**src/rtl/uart_tx_fifo_reader.sv**
```systemverilog
// UART transmitter that pops bytes from a show-ahead FIFO and serialises them (start, DBIT data LSB first, stop).
// Latency: pop in the IDLE cycle, start bit drives tx on the next clk; tx_done_tick on the final stop s_tick.
// Backpressure: pops only when idle, tx_en=1 and the FIFO is non-empty; tx_en=0 lets the current frame finish.
module uart_tx_fifo_reader #(
    parameter int DBIT    = 8,
    parameter int SB_TICK = 16
) (
    input  logic            clk,
    input  logic            reset,
    input  logic            s_tick,
    input  logic            tx_en,
    input  logic            empty,
    input  logic [DBIT-1:0] r_data,
    output logic            rd,
    output logic            tx,
    output logic            tx_busy,
    output logic            tx_done_tick
);

    typedef enum logic [1:0] {IDLE, START, DATA, STOP} state_t;

    localparam logic [4:0] S_LAST  = 5'd15;
    localparam logic [4:0] SB_LAST = 5'(SB_TICK - 1);
    localparam logic [2:0] N_LAST  = 3'(DBIT - 1);

    state_t          state;
    logic [4:0]      s;
    logic [2:0]      n;
    logic [DBIT-1:0] b;
    logic            tx_reg;

    // Pop strobe, completion pulse and busy flag decoded from the current state; reset masks them all.
    always_comb begin
        rd           = !reset && (state == IDLE) && tx_en && !empty;
        tx_done_tick = !reset && (state == STOP) && s_tick && (s == SB_LAST);
        tx_busy      = (state != IDLE) || rd;
        tx           = tx_reg;
    end

    // Frame sequencer; tx_reg is loaded with the line level of the state being entered.
    always_ff @(posedge clk) begin
        if (reset) begin
            state  <= IDLE;
            tx_reg <= 1'b1;
            s      <= '0;
            n      <= '0;
            b      <= '0;
        end else begin
            case (state)
                IDLE: begin
                    tx_reg <= 1'b1;
                    if (rd) begin
                        b      <= r_data;
                        s      <= '0;
                        state  <= START;
                        tx_reg <= 1'b0;
                    end
                end
                START: begin
                    if (s_tick) begin
                        if (s == S_LAST) begin
                            s      <= '0;
                            n      <= '0;
                            state  <= DATA;
                            tx_reg <= b[0];
                        end else begin
                            s <= s + 5'd1;
                        end
                    end
                end
                DATA: begin
                    if (s_tick) begin
                        if (s == S_LAST) begin
                            s <= '0;
                            b <= b >> 1;
                            if (n == N_LAST) begin
                                state  <= STOP;
                                tx_reg <= 1'b1;
                            end else begin
                                n      <= n + 3'd1;
                                tx_reg <= b[1];
                            end
                        end else begin
                            s <= s + 5'd1;
                        end
                    end
                end
                STOP: begin
                    if (s_tick) begin
                        if (s == SB_LAST) begin
                            state <= IDLE;
                        end else begin
                            s <= s + 5'd1;
                        end
                    end
                end
                default: begin
                    state  <= IDLE;
                    tx_reg <= 1'b1;
                end
            endcase
        end
    end

endmodule

```
**config.mk**
```make
export PLATFORM = sky130hd
export DESIGN_NAME = uart_tx_fifo_reader
export DESIGN_NICKNAME = d
export VERILOG_FILES = /design/src/rtl/uart_tx_fifo_reader.sv
export SDC_FILE = /design/constraint.sdc
export NUM_CORES = 1
export LEC_CHECK = 0
export CAP_MARGIN = 20
export CORE_ASPECT_RATIO = 1.25
export CORE_MARGIN = 1.5
export CORE_UTILIZATION = 42
export CTS_BUF_LIST = sky130_fd_sc_hd__clkbuf_4 sky130_fd_sc_hd__clkbuf_8 sky130_fd_sc_hd__clkbuf_16
export CTS_CLUSTER_DIAMETER = 80
export DETAILED_ROUTE_END_ITERATION = 8
export GPL_TIMING_DRIVEN = 0
export PLACE_DENSITY = 0.75
export SLEW_MARGIN = 30
export SYNTH_ARGS = -nofsm -noshare
export SYNTH_HDL_FRONTEND = slang
export SYNTH_SLANG_ARGS = --single-unit
```
**constraint.sdc**
```tcl
create_clock -name clk -period 2.19 [get_ports clk]
set_input_delay 0.438 -clock clk [delete_from_list [all_inputs] [get_ports clk]]
set_output_delay 0.438 -clock clk [all_outputs]
set_load 0.03 [all_outputs]
```
==> results of run 1 <==
-- layer usage --
metal	track usage	routed length, µm	vias up
li1	-	-	522
met1	0.189	944	499
met2	0.311	1350	10
met3	0.0215	60	4
met4	0.0709	26	0
met5	0	0	-
-- power by group through the flow --
stage	clock (mW)	combinational [mW]	sequential, mW
after floorplan	0	0.559	0.479
after global placement	0	0.704	0.475
after detailed placement	0	0.725	0.481
after CTS	0.192	0.735	0.473
after global routing	0.209	0.801	0.485
final	0.182	0.727	0.472
-- Yosys cell counts --
master     count
or3b_1         1
nand3_1        7
a221oi_4       1
dfxtp_1       19
nor2b_1        2
nor2_1        15
buf_1          1
a222oi_1       1
clkbuf_1       2
nand2b_1      14
a21oi_1        7
a211o_1        1
a21boi_1       1
a2111oi_0      1
o21ai_0        2
ha_1          10
inv_1         10
nand2_1        6
mux2_2         1
a22oi_4        1
clkbuf_2       1
nand3b_1       1
a311oi_1       1
a211oi_1       7
buf_2          2
a221o_1        1
mux2i_1       12
buf_6          1
o211a_1        1
o22ai_1        1
and2_0         2
a31oi_1        1
nor3_1         3
-- critical path, stage by stage --
cell and delay (ps):
clkdlybuf4s50_1 450, or3b_1 330, buf_2 190, nor2_4 120, buf_6 140
-- area by class of cell --
cell class	count	area, µm²
plain buffers	7	42.5
clock buffers	3	22.5
clock inverters	1	5.00
fillers	274	1250
inverters	10	37.5
multi-input cells	101	743
flip-flops and latches	19	382
well taps	34	42.5
repair buffers	16	159
-- cells by family after synthesis --
logic type,Yosys count,share of synthesized area
fa+ha+maj,10,0.105
mux,13,0.110
simple gates,51,0.216
flops,19,0.319
compound gates,27,0.186
buf+inv,17,0.0630
-- metrics by stage --
stage          cells  setup WS, ps  hold WS (ps)  instance area (µm²)
2_1_floorplan    137           218           445                 1190
3_3_place_gp     187          -777           448                 1390
3_5_place_dp     187          -788           450                 1390
4_1_cts          191          1.65           479                 1430
5_1_grt          191          3.16           501                 1430
6_report         191          85.8           474                 1430
-- worst min path at each step --
| stage | startpoint | end | cells after the start |
|---|---|---|---|
| after global routing | tx | tx | 1 |
| after CTS | tx | tx | 1 |
| after detailed placement | tx | tx | 1 |
| after floorplan | b[7] | b[7] | 2 |
| after global placement | tx | tx | 1 |
| final | tx | tx | 1 |
-- layout by cell type, fill, tap and decap left out, types with 2 or more instances in the layout --
cell / count
clkbuf_4: 4
o21ai_0: 2
a211oi_1: 7
nor3_1: 3
clkdlybuf4s50_1: 12
buf_6: 2
nor2b_1: 2
nand3_1: 7
buf_2: 3
buf_4: 2
dfxtp_1: 18
and2_0: 2
ha_1: 10
inv_1: 10
mux2i_1: 12
a21oi_1: 7
nand2b_1: 14
nand2_1: 6
nor2_1: 14
-- repair_timing --
action                     in CTS  in global routing
pin swaps                       0                  0
setup buffers                   0                  0
gates resized for setup        25                  3
hold buffers                    0                  0
setup endpoints to repair       3                  3
==> results.py, run 1 <==
metrics = {
    "run_status": {
        "status": "complete, no violations",
    },
    "job": {
        "cap_violations": 0,
    },
    "layout": {
        "area_delta_synth_final_pct": 20.4,
        "final_layout_size_suffix_gt1_frac": 0.115,
        "fin_nets": 181,
        "antenna_cells": 0,
        "final_util": 0.535,
        "top_register": "b",
        "largest_reg_flops": 8,
        "reg.largest.list": "b: 8 flops, s: 5 flops, n: 3 flops",
    },
    "routing": {
        "dr.first_iter.drc_count": 23,
        "wl_um": 2380,
        "drcViolationCount": 0,
        "vias_per_cell": 5.42,
        "via_count": 1035,
        "postRouteAntennaNets": 0,
        "routedWlPerCell_um": 12.5,
        "drtPass1Iterations": 4,
    },
    "critical_path": {
        "cp-endpoint": "rd",
        "cp-end-kind": "output port",
        "start_kind": "input pin",
        "worstReg2RegEnd": "s[3]",
        "reg2reg_slack_ps": 200,
        "rr_startpoint": "s[0]",
        "path_class": "input pin to output port",
        "crit_start": "tx_en",
        "cp.required_ps": 1750,
        "reg2reg_depth": 8,
        "arrival_ps": 1670,
        "cp_max_fo": 6,
    },
    "power_and_ir_drop": {
        "total_power_mw": 1.38,
        "switching_share": 0.402,
        "power_leakage_nw": 0.555,
        "switchingPower_mw": 0.554,
        "cell_internal_pwr_mw": 0.826,
        "p_clk_frac": 0.132,
        "vdd_drop_max_mv": 0.501,
        "power_frac_comb": 0.527,
        "power_density_nw_per_um2": 963,
        "p_seq_frac": 0.342,
    },
    "floorplanning": {
        "chipHeight_um": 62.5,
        "die_x_um": 50.6,
        "die_area_um2": 3170,
        "rows": 21,
        "io_pins": 17,
        "initial_core_util": 0.444,
        "core_region_area_um2": 2680,
    },
    "clock_tree": {
        "cts_num_sinks": 19,
        "clk_pin_slew_worst_paths_ps": 110,
        "clk-insertion-delay-late_ps": 300,
        "root_buffer": "clkbuf_4",
        "clock_path_buffers": 2,
        "cts_made_buffers": 3,
        "cts_max_level": 1,
        "cts_tree": "yes",
    },
    "global_routing": {
        "grt_first_pass_wirelength_um": 4170,
        "globalRouteTotalUtil": 0.169,
        "grt_start_max_net_pins": 12,
        "antenna_found_initial": 0,
        "grt_pass1_vias": 966,
        "grt_remaining_overflow": 0,
    },
    "synth": {
        "synth_area_leaders": "dfxtp_1 32%, ha_1 11%, mux2i_1 10%, nand2b_1 7.4%, nor2_1 4.7%",
        "yosys_warnings": 0,
        "ys_seq_area_frac": 0.319,
        "syn_inst": 137,
        "yosysTopAreaCell": "dfxtp_1",
        "synth_top_cell_area_share": 0.319,
        "syn_avg_cell_area_um2": 8.69,
        "synth_nets": 160,
        "ys_ff_latch": 19,
        "synth_area_um2": 1190,
        "synth.distinct_cells": 33,
    },
    "timing": {
        "slew_headroom": 0.600,
        "final.setup.tns_ps": 0,
        "worst_pin_slew_ps": 600,
        "finClkSkew_ps": 3.97,
        "fmax_mhz": 475,
        "fin_crit_sh": 0.961,
        "period_minus_slack_ps": 2100,
        "grt_setup_unrepaired": "false",
        "final_max_slew_viol_count": 0,
        "hold_viol_final": 0,
        "finalSetupViolCount": 0,
    },
    "placed_design": {
        "hpwl_um": 1830,
        "finalWeightedCongestion": 0.864,
        "io_buffers": 16,
    },
    "hold_path": {
        "hp-class": "flop to flop",
    },
}
No activity file was read; power rests on OpenSTA's default activity.
==> inputs of run 2 (changes only) <==
--- a/config.mk
+++ b/config.mk
@@ -12,9 +12,9 @@
 export CTS_BUF_LIST = sky130_fd_sc_hd__clkbuf_4 sky130_fd_sc_hd__clkbuf_8 sky130_fd_sc_hd__clkbuf_16
 export CTS_CLUSTER_DIAMETER = 80
 export DETAILED_ROUTE_END_ITERATION = 8
+export DONT_BUFFER_PORTS = 1
 export GPL_TIMING_DRIVEN = 0
-export PLACE_DENSITY = 0.75
-export SLEW_MARGIN = 30
+export PLACE_DENSITY = 0.67
 export SYNTH_ARGS = -nofsm -noshare
 export SYNTH_HDL_FRONTEND = slang
 export SYNTH_SLANG_ARGS = --single-unit
==> run 2 against run 1 <==
Compared with the run above: sequential power is 3% higher; global-route usage shrank 0.27 points; setup slack improved by 41 ps; total power down 3.8%; clock skew increased by 1.4 ps; first-iteration DRC count grew 22%; worst hold slack got worse by 190 ps; highest routed layer unchanged; register-to-register slack better by 70 ps; combinational power shrank 9.5%; core utilization fell by 4.9 points; cell area decreased by 9.2%; sequential share of layout area increased by 2.8 points.
==> results.py, run 2 (synthesis results as in run 1) <==
metrics = {
    "run_status": {
        "status": "complete, no violations",
    },
    "routing": {
        "drcViolationCount": 0,
        "postRouteAntennaNets": 0,
        "wl_um": 2360,
        "dr.first_iter.drc_count": 28,
        "via_count": 970,
        "drtPass1Iterations": 4,
        "vias_per_cell": 5.54,
        "routedWlPerCell_um": 13.5,
    },
    "timing": {
        "period_minus_slack_ps": 2060,
        "whs_ps": 280,
        "finalSetupViolCount": 0,
        "grt_setup_unrepaired": "false",
        "worst_pin_slew_ps": 592,
        "setup_ws_ps": 127,
        "hold_viol_final": 0,
        "fin_crit_sh": 0.942,
        "slew_headroom": 0.606,
        "finClkSkew_ps": 5.38,
        "fmax_mhz": 485,
        "final_max_slew_viol_count": 0,
    },
    "floorplanning": {
        "initial_core_util": 0.444,
        "chipHeight_um": 62.5,
        "die_area_um2": 3170,
        "core_region_area_um2": 2680,
        "rows": 21,
        "die_x_um": 50.6,
        "io_pins": 17,
    },
    "power_and_ir_drop": {
        "switching_share": 0.411,
        "power_density_nw_per_um2": 1020,
        "switchingPower_mw": 0.546,
        "vdd_drop_max_mv": 0.693,
        "p_seq_frac": 0.366,
        "power_leakage_nw": 0.478,
        "power_frac_comb": 0.495,
        "cell_internal_pwr_mw": 0.781,
        "p_clk_frac": 0.138,
    },
    "clock_tree": {
        "postCtsHoldBufs": 0,
        "clk_pin_slew_worst_paths_ps": 120,
        "cts_num_sinks": 19,
        "cts_max_level": 1,
        "cts_tree": "yes",
        "cts_setup_buffers": 0,
        "clk-insertion-delay-late_ps": 300,
        "root_buffer": "clkbuf_4",
        "clock_path_buffers": 2,
        "cts_made_buffers": 3,
    },
    "critical_path": {
        "worstReg2RegEnd": "s[3]",
        "path_class": "flop to output port",
        "slowest_delay_ps": 390,
        "rr_startpoint": "s[0]",
        "cp_max_fo": 4,
        "reg2reg_slack_ps": 270,
        "path_cells": "ha_4 > nand3_2 > inv_1 > ha_1 > nand2_1 > nor3_4",
        "cp-end-kind": "output port",
        "cp.required_ps": 1750,
        "arrival_ps": 1630,
        "crit_slowest_cell": "dfxtp_2",
        "start_kind": "flop",
        "reg2reg_depth": 8,
    },
    "global_routing": {
        "grt_pass1_vias": 957,
        "grt_remaining_overflow": 0,
        "grt_start_max_net_pins": 12,
        "globalRouteTotalUtil": 0.166,
        "antenna_found_initial": 0,
        "grt_first_pass_wirelength_um": 4090,
    },
    "layout": {
        "reg.largest.list": "b: 8 flops, s: 5 flops, n: 3 flops",
        "fin_nets": 165,
        "antenna_cells": 0,
        "final_layout_size_suffix_gt1_frac": 0.121,
        "mostFrequentLayoutCells": "17 x dfxtp_1, 14 x nand2b_1, 14 x nor2_1",
        "finalInstanceArea_um2": 1300,
        "largest_reg_flops": 8,
        "layout_commonest_cell": "dfxtp_1",
        "top_register": "b",
        "area_delta_synth_final_pct": 9.24,
    },
    "placed_design": {
        "io_buffers": 0,
        "hpwl_um": 1790,
        "placed_area_um2": 1230,
        "finalWeightedCongestion": 0.769,
        "post-place-ws_ps": -23.0,
    },
    "hold_path": {
        "hp-start": "r_data[7]",
        "hold_end": "b[7]",
        "hp-class": "input pin to flop",
        "hold_depth": 2,
    },
    "job": {
        "cap_violations": 0,
    },
}
==> run 2: worst max path at each step <==
stage | from | endpoint | slack, ps | depth (start not counted)
4_1_cts | s[0] | tx_done_tick | 80 | 6
5_1_grt | s[0] | tx_done_tick | 20 | 6
3_5_place_dp | reset | tx_done_tick | -20 | 3
3_3_place_gp | reset | tx_done_tick | -6 | 3
2_1_floorplan | s[0] | tx_done_tick | 220 | 6
6_report | s[0] | tx_done_tick | 130 | 6
==> run 2: timing repair <==
action	CTS	global route
resized for setup	3	7
pin swaps	0	1
endpoints found under the setup margin	2	3
==> run 2: area by class of cell <==
type	instances	area, µm²
multi-input combinational	101	773
buffer	7	37.5
sequential	19	383
tap	34	42.5
fill	283	1380
clock buffer	3	22.5
inverter	10	37.5
clock inverter	1	5.00
==> run 2: metrics by stage <==
| stage | util | setup TNS (ps) | power, mW | instances |
|---|---|---|---|---|
| after global routing | 0.486 | 0 | 1.45 | 175 |
| after detailed placement | 0.460 | -23.0 | 1.15 | 171 |
| after floorplan | - | 0 | 1.04 | 137 |
| after CTS | 0.476 | 0 | 1.34 | 175 |
| final | 0.486 | 0 | 1.33 | 175 |
| after global placement | 0.460 | -6.04 | 1.13 | 171 |
==> run 2: routing by layer <==
metal  routed length (µm)  vias up  GRT usage
met2                 1170       26      0.299
met4                   36        0     0.0608
met3                  132        4     0.0359
li1                     -      486          -
met1                 1020      454      0.187
met5                    0        -          0
==> run 2: power groups by stage <==
| stage | Clock, mW | Sequential (mW) | Combinational, mW |
|---|---|---|---|
| detailed placement | 0 | 0.494 | 0.654 |
| floorplan | 0 | 0.479 | 0.559 |
| global placement | 0 | 0.488 | 0.638 |
| global route | 0.208 | 0.500 | 0.739 |
| finish | 0.184 | 0.486 | 0.658 |
| CTS | 0.191 | 0.487 | 0.661 |
==> run 2: critical path, delay by kind of cell, from the launching register on <==
family | cells | cell delay [ps]
and+or+nand+nor | 3 | 540
DFF | 1 | 390
adders and majority gates | 2 | 300
buffers and inverters | 1 | 90
==> inputs of run 3 (changes only) <==
--- a/config.mk
+++ b/config.mk
@@ -10,9 +10,9 @@
 export CORE_MARGIN = 1.5
 export CORE_UTILIZATION = 42
 export CTS_BUF_LIST = sky130_fd_sc_hd__clkbuf_4 sky130_fd_sc_hd__clkbuf_8 sky130_fd_sc_hd__clkbuf_16
-export CTS_CLUSTER_DIAMETER = 80
 export DETAILED_ROUTE_END_ITERATION = 8
 export DONT_BUFFER_PORTS = 1
+export GPL_ROUTABILITY_DRIVEN = 0
 export GPL_TIMING_DRIVEN = 0
 export PLACE_DENSITY = 0.67
 export SYNTH_ARGS = -nofsm -noshare
==> results of run 3 <==
No change in the layout: final DEF, timing and power equal those of run 2.
